==> config.mk <==
export PLATFORM = sky130hd
export DESIGN_NAME = led_strand_driver
export DESIGN_NICKNAME = d
export VERILOG_FILES = /design/src/rtl/led_strand_driver.sv
export SDC_FILE = /design/constraint.sdc
export NUM_CORES = 1
export LEC_CHECK = 0
export ABC_AREA = 1
export CORE_MARGIN = 2
export CORE_UTILIZATION = 45
export CTS_BUF_LIST = sky130_fd_sc_hd__clkbuf_8
export CTS_CLUSTER_DIAMETER = 200
export DETAILED_ROUTE_END_ITERATION = 10
export GPL_TIMING_DRIVEN = 0
export HOLD_SLACK_MARGIN = 0.02
export PLACE_DENSITY = 0.71
export SLEW_MARGIN = 20
export SYNTH_ARGS = -nofsm -noshare
export SYNTH_HDL_FRONTEND = slang
export SYNTH_SLANG_ARGS = --single-unit
==> constraint.sdc <==
create_clock -name clk -period 1.6 [get_ports clk]
set_clock_uncertainty 0.1 [all_clocks]
set_input_delay 0.16 -clock clk [delete_from_list [all_inputs] [get_ports clk]]
set_output_delay 0.16 -clock clk [all_outputs]
set_load 0.01 [all_outputs]
==> src/rtl/led_strand_driver.sv <==
// rtl/led_strand_driver.sv - WS2812-style serial LED strand transmitter with per-LED color requests
// Optional feature macro: LED_STRAND_TIMEOUT_EN (color-wait watchdog and sticky timeout_error)
module led_strand_driver #(
  parameter int NUM_LEDS          = 50,
  parameter int LED_ADDRESS_WIDTH = 6,
  parameter int REQ_LATENCY       = 2,
  parameter int T0H_CYCLES        = 35,
  parameter int T0L_CYCLES        = 80,
  parameter int T1H_CYCLES        = 70,
  parameter int T1L_CYCLES        = 60,
  parameter int RESET_CYCLES      = 5000,
  parameter int TIMEOUT_CYCLES    = 255
) (
  input  logic                       clk,
  input  logic                       rst,
  input  logic                       enable,
  output logic [LED_ADDRESS_WIDTH:0] next_led_request,
  input  logic [7:0]                 green_in,
  input  logic [7:0]                 red_in,
  input  logic [7:0]                 blue_in,
  input  logic                       color_valid,
  output logic                       strand_out,
  output logic                       busy,
  output logic                       frame_done
`ifdef LED_STRAND_TIMEOUT_EN
  ,
  output logic                       timeout_error
`endif
);

  function automatic int max2(input int a, input int b);
    return (a > b) ? a : b;
  endfunction

  // One timer serves settle, bit-high, bit-low and latch periods, so it is sized for the longest.
  localparam int MAX_T = max2(max2(max2(T0H_CYCLES, T0L_CYCLES), max2(T1H_CYCLES, T1L_CYCLES)),
                              max2(max2(RESET_CYCLES, REQ_LATENCY), TIMEOUT_CYCLES));
  localparam int CW = $clog2(MAX_T) + 1;
  localparam int AW = LED_ADDRESS_WIDTH + 1;

  localparam logic [AW-1:0] LAST_LED  = AW'(NUM_LEDS - 1);
  localparam logic [CW-1:0] SETTLE    = CW'(REQ_LATENCY);
  localparam logic [CW-1:0] T0H_M1    = CW'(T0H_CYCLES - 1);
  localparam logic [CW-1:0] T0L_M1    = CW'(T0L_CYCLES - 1);
  localparam logic [CW-1:0] T1H_M1    = CW'(T1H_CYCLES - 1);
  localparam logic [CW-1:0] T1L_M1    = CW'(T1L_CYCLES - 1);
  localparam logic [CW-1:0] LATCH_M1  = CW'(RESET_CYCLES - 1);

  typedef enum logic [2:0] {IDLE, WAIT_COLOR, BIT_HIGH, BIT_LOW, LATCH} state_t;

  state_t        state;
  logic [CW-1:0] timer;
  logic [23:0]   shift_reg;
  logic [4:0]    bit_count;
`ifdef LED_STRAND_TIMEOUT_EN
  localparam logic [CW-1:0] TIMEOUT_M1 = CW'(TIMEOUT_CYCLES - 1);
  logic [CW-1:0] watchdog;
`endif

  // Frame sequencer: request colors, serialise each GRB word MSB first, then hold the latch low time.
  always_ff @(posedge clk) begin
    if (rst) begin
      state            <= IDLE;
      timer            <= '0;
      shift_reg        <= '0;
      bit_count        <= '0;
      next_led_request <= '0;
      strand_out       <= 1'b0;
      busy             <= 1'b0;
      frame_done       <= 1'b0;
`ifdef LED_STRAND_TIMEOUT_EN
      watchdog         <= '0;
      timeout_error    <= 1'b0;
`endif
    end else begin
      frame_done <= 1'b0;
      case (state)
        IDLE: begin
          strand_out <= 1'b0;
          if (enable) begin
            next_led_request <= '0;
            busy             <= 1'b1;
            timer            <= SETTLE;
`ifdef LED_STRAND_TIMEOUT_EN
            watchdog         <= '0;
`endif
            state            <= WAIT_COLOR;
          end
        end
        WAIT_COLOR: begin
          strand_out <= 1'b0;
          // Data arriving before the source's read latency has elapsed belongs to the previous index.
          if (timer != '0) begin
            timer <= timer - 1'b1;
          end else if (color_valid) begin
            shift_reg  <= {green_in, red_in, blue_in};
            bit_count  <= '0;
            strand_out <= 1'b1;
            timer      <= green_in[7] ? T1H_M1 : T0H_M1;
            state      <= BIT_HIGH;
          end
`ifdef LED_STRAND_TIMEOUT_EN
          else if (watchdog == TIMEOUT_M1) begin
            // Silent source: send black so the strand stays in step, and flag it.
            shift_reg     <= '0;
            bit_count     <= '0;
            strand_out    <= 1'b1;
            timer         <= T0H_M1;
            timeout_error <= 1'b1;
            state         <= BIT_HIGH;
          end else begin
            watchdog <= watchdog + 1'b1;
          end
`endif
        end
        BIT_HIGH: begin
          if (timer == '0) begin
            strand_out <= 1'b0;
            timer      <= shift_reg[23] ? T1L_M1 : T0L_M1;
            state      <= BIT_LOW;
          end else begin
            timer <= timer - 1'b1;
          end
        end
        BIT_LOW: begin
          if (timer != '0) begin
            timer <= timer - 1'b1;
          end else begin
            shift_reg <= {shift_reg[22:0], 1'b0};
            bit_count <= bit_count + 1'b1;
            if (bit_count != 5'd23) begin
              strand_out <= 1'b1;
              timer      <= shift_reg[22] ? T1H_M1 : T0H_M1;
              state      <= BIT_HIGH;
            end else if (next_led_request == LAST_LED) begin
              timer <= LATCH_M1;
              state <= LATCH;
            end else begin
              next_led_request <= next_led_request + 1'b1;
              timer            <= SETTLE;
`ifdef LED_STRAND_TIMEOUT_EN
              watchdog         <= '0;
`endif
              state            <= WAIT_COLOR;
            end
          end
        end
        LATCH: begin
          strand_out <= 1'b0;
          if (timer == '0) begin
            frame_done       <= 1'b1;
            busy             <= 1'b0;
            next_led_request <= '0;
            state            <= IDLE;
          end else begin
            timer <= timer - 1'b1;
          end
        end
        default: begin
          strand_out <= 1'b0;
          state      <= IDLE;
        end
      endcase
    end
  end

endmodule

* Yosys cells after proc, flatten, opt, wreduce, memory -nomap -nowiden
Cells that the tools add are included.
** Operators by class
- Reductions and logical operators :: 14
- Mux-type cells :: 44
- Bitwise operators :: 1
- Add/subtract/negate cells :: 3
- Eq/ne operators :: 17
** Operator list (count)
- two-way mux 14 bit :: 6
- two-way mux 24 bit :: 3
- one-hot mux 14 bit (5 select lines) :: 1
- two-way mux 7 bit :: 8
- one-hot mux 24 bit (2 select lines) :: 1
- two-way mux 13 bit :: 2
- two-way mux 3 bit :: 8
- one-hot mux 7 bit (3 select lines) :: 1
- != test 2 bit (second input constant) :: 10
- two-way mux 5 bit :: 3
- one-hot mux 3 bit (5 select lines) :: 1
- logical NOT 14 bit :: 1
- nonzero test 14 bit :: 1
- subtractor 14 x 1 -> 14 bit (second input constant) :: 1
- AND reduction 6 bit :: 2
- one-hot mux 5 bit (2 select lines) :: 1
- AND reduction 4 bit :: 2
- adder 7 x 1 -> 7 bit (second input constant) :: 1
- equality test 7 x 6 -> 1 bit (second input constant) :: 1
- two-way mux 1 bit :: 7
- equality test 3 x 2 -> 1 bit (second input constant) :: 2
- AND reduction 3 bit :: 2
- adder 5 x 1 -> 5 bit (second input constant) :: 1
- != test 5 bit (second input constant) :: 1
- other kinds (11) :: 12
** Word-level totals
- Word-level logic and storage cells :: 87
- Output and inout bits :: 10
- Bits in registers :: 56
- Bits of input ports :: 28

* Longest topological paths before layout
- Depth in word-level cells :: 5
- Gate-level depth with buffers :: 12
- Depth with buffers taken out :: 12

* Worst setup path before layout
Ideal clock, no wire load.
- Kind :: register to register
- Start :: register bit_count[0]
- End :: register next_led_request[1]
- Path buffers :: 0
- Setup slack :: -0.083 ns
- Data required time :: 1.384 ns
- Setup time :: 0.116 ns
- Cell stages (with the launch flop) :: 9
- Clock period less this slack :: 1.683 ns
- Data arrival time :: 1.468 ns
- Path through :: dfxtp_1 -> ha_1 -> nand4_1 -> nor2_4 -> inv_2 -> o21ai_4 -> nand3_4 -> o21ai_0 -> nor2_1
** On the way
- Cells in the longest elaborated chain, start to end :: 3
** Ends and longest elaborated chain
- from (decl) :: RTL line 54 : logic [4:0] bit_count;
- from (signal assigned) :: RTL line 130 : bit_count <= bit_count + 1'b1;
- != test 5 bit :: RTL line 131 : if (bit_count != 5'd23) begin
- != test 2 bit (no line)
- AND reduction 6 bit (no line)
- to (signal assigned) :: RTL line 139 : next_led_request <= next_led_request + 1'b1;
- to (decl) :: RTL line 17 : output logic [LED_ADDRESS_WIDTH:0] next_led_request,
Every way passes these cells.
A chain may end at the register's enable or synchronous reset.

* Worst setup path after layout
- Start :: register timer[1]
- End :: register timer[5]
** On the way
- Cells in the longest elaborated chain, start to end :: 3
- Elaborated cells between the ends (all ways) :: 11
- Those cells by class :: 1 x add/sub; 2 x eq/ne; 5 x mux; 3 x reduce/logical
** Ends and longest elaborated chain
- from (decl) :: RTL line 52 : logic [CW-1:0] timer;
- from (signal assigned) :: RTL line 94 : timer <= timer - 1'b1;
- from (signal assigned) :: RTL line 99 : timer <= green_in[7] ? T1H_M1 : T0H_M1;
- from (signal assigned) :: RTL line 119 : timer <= shift_reg[23] ? T1L_M1 : T0L_M1;
- subtractor 14 x 1 -> 14 bit (tied with other cells)
- two-way mux 14 bit (tied with other cells) :: RTL line 150 : if (timer == '0) begin
- one-hot mux 14 bit (5 select lines) or AND reduction 4 bit (tied branches)
Several ways; a longest one is shown, not always the timed one. The select of a mux whose other input is x is not followed.

==> out/metrics.csv <==
metric,value,unit
final period utilization,107,%
sequential cell area,0.00115,sq mm
Post-DRT Antenna Nets,0,
routed vias,3651,
hold buffer count at cts,0,
commonest cells in the synthesized netlist,"nand2_1, o21ai_0, inv_1",
Num CTS Buffers,5,
"FF+latch count, synth",56,
# setup viols final,51,
# diodes,0,
WP data arrival,1790,ps
share of cells above drive strength 1,29.7,%
Worst Hold Class,in2reg,
leak pwr,0.00199,uW
DRC,0,
DR vias/cell,5.21,
Post-synth EDFFs,0,
filler instances,605,
total routed wirelength,9630,um
Area Growth Syn to Fin,40.6,%
CP endpoint kind,flip-flop,
Bufs and invs on worst path,1,
Final Hold Viols,0,
asr flop ratio synth,0,%
"top cells by area, synth","dfxtp_1, nand2_1, o21ai_0",
CP Class,reg2reg,
failing checks,setup timing,
yosys warns,0,
Sink Count,56,
Worst Path Required,1670,ps
P per Cell Area,2270,mW/mm^2
vias in the first global route,3404,
Initial Util,46.3,%
Tot Pwr,10700,uW
Clock transition at path regs,100,ps
Yosys cell types,35,
RSZ-0062 raised after global routing,true,
port buffer count,36,
gpl congestion,0.890,
global-route wire length before repair,15200,um
Post-Layout Cell Count,701,
root buffer cell,clkbuf_8,
"IR drop worst, VDD",1120,uV
Starting DRT DRC Count,297,
number of flip-flops in the largest register,24,
"Seq/Total Area, Yosys",33.6,%
Bufs on Longest Clock Path,2,
Critical Path Start Type,flip-flop,
All-Layer GR Usage,22.4,%
Placed Cells,649,
Avg WL per Cell,13.7,um
Post-Syn Nets,547,
status,"complete, but fails checks",
Initial DRT Pass Iterations,7,
final worst slack,-114,ps
hpwl dp,5920,um
"CP delay by family, top",simple AND/OR/NAND/NOR gates,
Slew HR,51.3,%
transition time of the tightest slew-check pin,731,ps
"Top FF cell, synth",dfxtp_1,
"Top cell by count, worst path",nand2_1,
final-report max-slew violation count,0,
cell taking the most area after synthesis,dfxtp_1,
most common cell in the netlist,nand2_1,
Slowest cell on crit path,dfxtp_2,
die height,90.1,um
max incr delay on CP,340,ps
Worst-Skew Late Latency,320,ps
Ports,38,
max frequency,583,MHz
Synth Instances,514,
post-synth top area share,33.6,%
syn avg cell area,6.49,sq um
largest net degree at the start of global routing,18,
Total Die Area,0.00812,sq mm
worst-path maximum fanout,5,
Max-Cap Viols,0,
initial antenna violation count,0,
fin util,65.1,%
row count,31,
multi-input logic area,0.00222,sq mm
crit-path cells,"inv_2, ha_4, nand2_2, nor2_4, nand2_4, nand2_1, nand3_1, nand2_1, nand2_1, nand2_1, a21oi_1",
Tmin final,1710,ps
Nets,634,
TritonCTS clock tree,done,
total gr overflow,0,
synthesized cell area,0.00334,sq mm
Chip Width,90.1,um
H-tree depth,2,
core area,0.00721,sq mm
[worst paths after layout]
| kind | startpoint | end | slack, ps | cells past startpoint |
|---|---|---|---|---|
| setup / recovery | timer[1]$_SDFFE_PP0P_ | timer[5]$_SDFFE_PP0P_ | -110 | 11 |
| hold / removal | rst | timer[8]$_SDFFE_PP0P_ | 190 | 2 |
| setup reg to reg | timer[1]$_SDFFE_PP0P_ | timer[5]$_SDFFE_PP0P_ | -110 | 11 |
| hold reg to reg | shift_reg[18]$_SDFFE_PP0P_ | shift_reg[18]$_SDFFE_PP0P_ | 360 | 2 |
[layout make-up]
type | instances | share of cell area, %
sequential | 56 | 24.6
tap | 99 | 2.64
timing repair buffer | 79 | 15.2
buffer | 17 | 2.45
multi-input combinational | 376 | 47.4
inverter | 66 | 5.81
clock inverter | 3 | 0.427
clock buffer | 5 | 1.47
[where the power goes]
part	internal [uW]	total [uW]	switching, uW
registers	1880	2230	357
clock network	307	798	491
logic	3090	7640	4540
total	5270	10700	5390
[kinds of logic after synthesis]
group	count (synthesis)	share of synthesized area, %
adders and majority gates	5	1.87
buffers and inverters	83	10.2
xor gates and xnor gates	12	3.15
DFF	56	33.6
AOI/OAI and AO/OA	127	21.0
and+or+nand+nor	231	30.2
[placed cells by master, fill, tap and decap left out, drive strengths merged]
cell / netlist / routed
a21boi: 1 / 1
clkbuf: 9 / 14
nand2: 146 / 146
xnor2: 4 / 4
clkinv: 1 / 2
nand3: 26 / 26
clkinvlp: 0 / 1
o21bai: 1 / 1
nand4: 5 / 5
o21ai: 62 / 62
o22ai: 1 / 1
nor3: 4 / 4
buf: 8 / 51
clkdlybuf4s50: 0 / 36
nand3b: 1 / 1
nor2: 49 / 49
inv: 65 / 66
ha: 5 / 5
a21oi: 58 / 58
a211oi: 1 / 1
xor2: 8 / 8
dfxtp: 56 / 56
o211ai: 3 / 4
[worst reg2reg max path: stages, from the launching register on]
cell	delay (ps)
dfxtp_2	340
inv_2	70
ha_4	150
nand2_2	80
nor2_4	160
nand2_4	100
nand2_1	190
nand3_1	140
nand2_1	80
nand2_1	50
nand2_1	50
a21oi_1	60
[metrics by stage]
stage	setup TNS, ps	worst slack [ps]	instance area (sq um)	hold slack, ps
2_1_floorplan	0	9.59	3350	220
3_3_place_gp	-9520	-246	3830	334
3_5_place_dp	-10530	-270	3830	343
4_1_cts	-931	-73.6	4350	168
5_1_grt	-7970	-197	4690	193
6_report	-3070	-114	4690	193
[routing by layer]
| metal | vias to the layer above | track usage (%) | share of wire [%] |
|---|---|---|---|
| li1 | 1827 | - | - |
| met5 | - | 0 | 0 |
| met3 | 27 | 3.19 | 4.6 |
| met2 | 111 | 40.0 | 50 |
| met4 | 0 | 8.33 | 2.5 |
| met1 | 1686 | 27.3 | 42 |
[what timing repair did]
item                                    4_1_cts  5_1_grt
pin swaps                                    19       16
setup buffers                                25       15
gates cloned                                  3        1
resized for setup                            79       77
endpoints found under the setup margin       55       58
Note: power is estimated with default switching activity, not from simulation.
